## config.mk

```make
export PLATFORM = sky130hd
export DESIGN_NAME = clk_gen
export DESIGN_NICKNAME = d
export VERILOG_FILES = /design/src/rtl/clk_gen_pkg.sv /design/src/rtl/btn_debounce.sv /design/src/rtl/clk_gen.sv
export SDC_FILE = /design/constraint.sdc
export NUM_CORES = 1
export LEC_CHECK = 0
export ABC_AREA = 1
export BUFFER_PORTS_ARGS = -buffer_cell sky130_fd_sc_hd__buf_4
export CAP_MARGIN = 0
export CORE_MARGIN = 2
export CORE_UTILIZATION = 40
export CTS_CLUSTER_SIZE = 24
export DETAILED_ROUTE_END_ITERATION = 10
export GPL_TIMING_DRIVEN = 0
export PLACE_DENSITY_LB_ADDON = 0.2
export SYNTH_ARGS = -nofsm -noshare
export SYNTH_HDL_FRONTEND = slang
export SYNTH_SLANG_ARGS = --single-unit
export TNS_END_PERCENT = 5
```

## constraint.sdc

```tcl
create_clock -name cgi_clk -period 2.2 [get_ports cgi_clk]
set_input_delay 0.11 -clock cgi_clk [delete_from_list [all_inputs] [get_ports cgi_clk]]
set_output_delay 0.11 -clock cgi_clk [all_outputs]
set_load 0.1 [all_outputs]
```

## src/rtl/clk_gen_pkg.sv

```systemverilog
// rtl/clk_gen_pkg.sv - shared mode encodings for the clock-enable generator
//
// Purpose: per-channel mode type and encodings used by clk_gen and its bench.
// Ports:   none (package).
package clk_gen_pkg;

  typedef logic [1:0] cg_mode_t;

  localparam cg_mode_t CG_MODE_TOGGLE = 2'b00;  // free-running square wave
  localparam cg_mode_t CG_MODE_TICK   = 2'b01;  // one-cycle strobe, level held
  localparam cg_mode_t CG_MODE_STEP   = 2'b10;  // one event per button press
  localparam cg_mode_t CG_MODE_HOLD   = 2'b11;  // freeze counter and level

endpackage

```

## src/rtl/btn_debounce.sv

```systemverilog
// rtl/btn_debounce.sv - synchroniser, debouncer and press-edge detector
//
// Purpose: turns the raw active-low board button into a clean active-high
//          level and a one-cycle pulse on each debounced press.
// Ports:   clk        - reference clock, rising edge
//          rst        - asynchronous active-low reset
//          raw_n      - raw asynchronous button, low = pressed
//          level      - debounced level, 1 = pressed
//          rise_pulse - one-cycle pulse, coincident with level rising
module btn_debounce #(
  parameter int DEB_CYCLES = 500000,
  parameter int DEB_W      = 20
) (
  input  logic clk,
  input  logic rst,
  input  logic raw_n,
  output logic level,
  output logic rise_pulse
);

  localparam logic [DEB_W-1:0] DEB_MAX = DEB_W'(DEB_CYCLES - 1);

  // The synchroniser carries the raw active-low level, so its reset value 1
  // means "released"; inversion happens after the second flop.
  logic             r_sync1;
  logic             r_sync2;
  logic [DEB_W-1:0] r_cnt;
  logic             r_level;
  logic             r_rise;
  logic             w_pressed;

  assign w_pressed = ~r_sync2;

  always_ff @(posedge clk or negedge rst) begin
    if (!rst) begin
      r_sync1 <= 1'b1;
      r_sync2 <= 1'b1;
      r_cnt   <= '0;
      r_level <= 1'b0;
      r_rise  <= 1'b0;
    end else begin
      r_sync1 <= raw_n;
      r_sync2 <= r_sync1;
      r_rise  <= 1'b0;
      if (w_pressed == r_level) begin
        // Any bounce back to the current level restarts the stability window.
        r_cnt <= '0;
      end else if (r_cnt == DEB_MAX) begin
        r_cnt   <= '0;
        r_level <= w_pressed;
        // Registering the edge here lines the pulse up with the level change.
        r_rise  <= w_pressed;
      end else begin
        r_cnt <= r_cnt + DEB_W'(1);
      end
    end
  end

  assign level      = r_level;
  assign rise_pulse = r_rise;

endmodule

```

## src/rtl/clk_gen.sv

```systemverilog
// rtl/clk_gen.sv - multi-channel clock-enable / slow-clock generator
//
// Purpose: per-channel programmable divider producing a square level and a
//          one-cycle event strobe, with tick, button-step and hold modes.
// Ports:   cgi_clk    - fast reference clock, rising edge
//          cgi_rst    - asynchronous active-low reset
//          cgi_div    - per-channel divisor, channel k at [k*CNT_W +: CNT_W]
//          cgi_mode   - per-channel mode, channel k at [2k+1:2k]
//          cgi_clr    - synchronous clear of counters and outputs
//          cgi_btn    - raw active-low step button
//          cgo_out    - per-channel square / stepped level
//          cgo_tick   - per-channel one-cycle event strobe
//          cgo_btn_db - debounced button level, 1 = pressed
module clk_gen
  import clk_gen_pkg::*;
#(
  parameter int NUM_CH     = 2,
  parameter int CNT_W      = 32,
  parameter int DEB_CYCLES = 500000,
  parameter int DEB_W      = 20
) (
  input  logic                    cgi_clk,
  input  logic                    cgi_rst,
  input  logic [NUM_CH*CNT_W-1:0] cgi_div,
  input  logic [NUM_CH*2-1:0]     cgi_mode,
  input  logic                    cgi_clr,
  input  logic                    cgi_btn,
  output logic [NUM_CH-1:0]       cgo_out,
  output logic [NUM_CH-1:0]       cgo_tick,
  output logic                    cgo_btn_db
);

  logic w_btn_level;
  logic w_step;

  // One debouncer serves every step-mode channel.
  btn_debounce #(
    .DEB_CYCLES (DEB_CYCLES),
    .DEB_W      (DEB_W)
  ) u_btn_debounce (
    .clk        (cgi_clk),
    .rst        (cgi_rst),
    .raw_n      (cgi_btn),
    .level      (w_btn_level),
    .rise_pulse (w_step)
  );

  assign cgo_btn_db = w_btn_level;

  for (genvar k = 0; k < NUM_CH; k++) begin : g_ch
    logic [CNT_W-1:0] r_cnt;
    cg_mode_t         r_mode;
    logic             r_out;
    logic             r_tick;
    logic [CNT_W-1:0] w_div;
    cg_mode_t         w_mode;
    logic             w_wrap;

    assign w_div  = cgi_div[k*CNT_W +: CNT_W];
    assign w_mode = cgi_mode[2*k +: 2];
    // >= rather than == so a divisor shrunk below the current count wraps
    // at once instead of running through the whole counter range.
    assign w_wrap = (w_div != '0) && (r_cnt >= (w_div - CNT_W'(1)));

    always_ff @(posedge cgi_clk or negedge cgi_rst) begin
      if (!cgi_rst) begin
        r_cnt  <= '0;
        r_mode <= CG_MODE_TOGGLE;
        r_out  <= 1'b0;
        r_tick <= 1'b0;
      end else begin
        r_mode <= w_mode;
        r_tick <= 1'b0;
        if (cgi_clr) begin
          r_cnt <= '0;
          r_out <= 1'b0;
        end else if (w_mode != r_mode) begin
          // Restart cleanly in the new mode; the level is left as it was.
          r_cnt <= '0;
        end else begin
          case (w_mode)
            CG_MODE_TOGGLE, CG_MODE_TICK: begin
              if (w_div == '0) begin
                r_cnt <= '0;
              end else if (w_wrap) begin
                r_cnt  <= '0;
                r_tick <= 1'b1;
                if (w_mode == CG_MODE_TOGGLE) begin
                  r_out <= ~r_out;
                end
              end else begin
                r_cnt <= r_cnt + CNT_W'(1);
              end
            end
            CG_MODE_STEP: begin
              r_cnt <= '0;
              if (w_step) begin
                r_out  <= ~r_out;
                r_tick <= 1'b1;
              end
            end
            default: begin
              r_cnt <= r_cnt;
            end
          endcase
        end
      end
    end

    assign cgo_out[k]  = r_out;
    assign cgo_tick[k] = r_tick;
  end

endmodule

```

==> metrics.txt <==
result of the run complete, but fails checks; violations in the final reports setup timing; max-cap violations 0; DP Wirelength between 15000 and 20000 microns; share of layout cells above drive strength 1 0.211; fraction of met1 tracks used by global routing 0.238; effective utilization at floorplan 0.410; detail-routed via count per cell roughly 4.9; library cells used by synthesis 48; final estimated routing congestion in global placement roughly 0.84; maximum clock path buffer count 2; TritonCTS clock tree done; initial antenna violation count 0; Global Route met3 Usage 0.0190; number of optimization iterations in the first detailed-route pass 4; clock transition at the registers of the reported paths around 70 ps; final wirelength just under 20000 microns; total CTS buffers 9; clock root buffer clkbuf_16; post-route cell area roughly 10000 sq um; Worst Max-Slew Pin Slew between 800 and 900 ps; number of enable flip-flop cells after synthesis 0; post-synthesis instance total roughly 1200; layout overhead on the synthesized area 24.5%; largest net degree at the start of global routing 97; slack of the worst reg-to-reg path approximately 20 ps; chip width 148 microns; Max-Slew Margin vs Limit 0.415; total routing resource utilization after global routing 0.186; endpoint of the worst-slack reg-to-reg timing path g_ch[0].r_cnt[20]; power density of the placed cells between 300 and 400 nW/um^2; setup repair after global routing missed its margin yes; total number of vias a little under 8000; average wire per standard cell between 10 and 15 microns; final hold violation count 0; area of the core between 20000 and 25000 sq um; Final ANT Viol Nets 0; ratio of final minimum period to clock period 1.25; total inserted antenna cells 0; time the worst path needs with I/O delays and setup around 2700 ps; fraction of synthesis flops using an asynchronous set or reset pin 1.00; worst vdd rail ir drop about 0.33 mV; PortBufs 76; total cell area at the placement stage about 9300 sq um; clock network latency to the later pin of the worst-skew pair about 360 ps; Hold EP g_ch[0].r_out; floorplan die area approximately 22000 sq um; netlist area before placement a little over 8000 sq um; Most used DFF post-synth dfrtp_1; final hold slack 57.3 ps; final-report max-slew violation count 0; Seq/Total Area, Yosys 0.289; Max Fanout on Critical Path 5; average cell area after synthesis 7.22 sq um; global route total overflow 0; number of synthesized register bits 96; first-pass GRT wire length 33700 microns; number of global-route vias before repair approximately 7300; post-detailed-route DRC marker count 0; syn_nets ~1300; launching element type of the critical path primary input; die span in y about 150 microns; hold depth 4; GR peak layer met2; P_leak 4.83 nW; required time of the worst setup path ~2500 ps; clock sink total 96; met2 capacity usage during global routing 0.325; total number of H-tree levels 3; Core Rows 52; class of the most critical setup path in2reg; endpoint type of the worst setup path flip-flop; Hold Startpoint cgi_clr; Fmax ~360 MHz; count of warnings emitted by yosys 0; Worst Path Arrival 3020 ps; DRT iter0 DRCs ~390; worst clock skew 15.4 ps; type of the tightest min-delay check in2reg; origin of the critical flop-to-flop path g_ch[0].r_cnt[17]; post-layout net count about 1400; cell count of the worst reg-to-reg path 11; Top Ports between 70 and 80; Worst Setup Slack, final -547 ps; final setup violation count just under 70
[cells in the final DEF (no fill, tap or decap), types with 32 or more instances in the layout]
master,instances
a21oi_1,34
buf_4,106
dfrtp_1,94
ha_1,66
inv_1,160
nand2_1,238
nand3_1,49
nor2_1,123
xnor2_1,32
xor2_1,60
[kinds of logic after synthesis]
| family | share of synthesized area |
|---|---|
| and+or+nand+nor | 0.331 |
| buffers and inverters | 0.0873 |
| adders and majority gates | 0.104 |
| AOI/OAI and AO/OA | 0.0895 |
| xor gates and xnor gates | 0.0990 |
| DFF | 0.289 |
[state kept, by name (all words and copies together), names as in the netlist]
name	flops
g_ch.r_out	2
u_btn_debounce.r_sync1	1
u_btn_debounce.r_sync2	1
g_ch.r_tick	2
g_ch.r_cnt	64
u_btn_debounce.rise_pulse	1
u_btn_debounce.r_cnt	20
u_btn_debounce.level	1
g_ch.r_mode	4
[Yosys cell counts (28+ instances only)]
cell / number / area [sq um]
a21oi_1: 40 / 200
dfrtp_1: 94 / 2350
ha_1: 69 / 863
inv_1: 165 / 619
nand2_1: 255 / 957
nand3_1: 56 / 280
nor2_1: 133 / 499
nor3_1: 28 / 140
o21ai_0: 45 / 225
xnor2_1: 33 / 289
xor2_1: 61 / 534
[metrics by stage]
stage	total power (W)	util	cells	worst slack [ps]	setup TNS, ps
after floorplan	0.00208	-	1152	-494	-27860
after global placement	0.00232	0.459	1498	-1200	-72510
after detailed placement	0.00232	0.459	1498	-1220	-73700
after CTS	0.00403	0.501	1549	-465	-21590
after global routing	0.00419	0.510	1557	-641	-35320
final	0.00399	0.510	1557	-547	-24080
[worst max-delay path by stage]
| stage | startpoint | end | cells past startpoint | slack (ps) |
|---|---|---|---|---|
| detailed placement | cgi_div[32] | g_ch[1].r_cnt[8] | 21 | -1220 |
| global route | cgi_div[3] | g_ch[0].r_cnt[20] | 23 | -640 |
| CTS | cgi_div[2] | g_ch[0].r_cnt[20] | 21 | -460 |
| finish | cgi_div[3] | g_ch[0].r_cnt[20] | 23 | -550 |
| floorplan | cgi_div[33] | g_ch[1].r_cnt[18] | 20 | -490 |
| global placement | cgi_div[32] | g_ch[1].r_cnt[4] | 21 | -1200 |
[power by group]
part / internal, W / total [W] / switching [W]
clock: 0.000917 / 0.00164 / 0.000727
sequential: 0.00178 / 0.00179 / 0.00000954
combinational: 0.000242 / 0.000562 / 0.000320
total: 0.00294 / 0.00399 / 0.00106
[final cells by class]
type | instances | area, sq um
Fill cell | 1993 | 9940
Multi-Input combinational cell | 874 | 5620
Sequential cell | 96 | 2400
Timing Repair Buffer | 118 | 946
Inverter | 168 | 644
Tap cell | 270 | 338
Clock buffer | 10 | 239
Buffer | 15 | 100
Clock inverter | 6 | 67.6
[critical path, stage by stage]
cell and delay [ps]:
buf_4 150, nor2_4 90, nand3_2 110, buf_4 150, buf_4 120, buf_4 120, buf_4 120, buf_4 120
buf_4 120, buf_4 120, xor2_1 130, ha_1 320, a21oi_2 150, o21a_1 110, nand2_1 40, nand2_1 70
nand2_2 80, nand2_4 90, nand2_4 70, nor2_4 260, buf_6 180, nand2_2 60, o22ai_2 110
[routing by layer]
| layer | vias to the layer above | part of all wire |
|---|---|---|
| met2 | 117 | 0.49 |
| met4 | 0 | 0.027 |
| met5 | - | 0 |
| li1 | 4027 | - |
| met3 | 32 | 0.030 |
| met1 | 3505 | 0.45 |
[timing repair]
action | in CTS | in global routing
cloned | 2 | 0
hold buffers | 5 | 1
gates resized for setup | 88 | 25
pin swaps | 44 | 20
endpoints found under the setup margin | 68 | 68
buffers inserted | 28 | 7
hold endpoints to repair | 5 | 94
No activity file was read; power rests on OpenSTA's default activity.
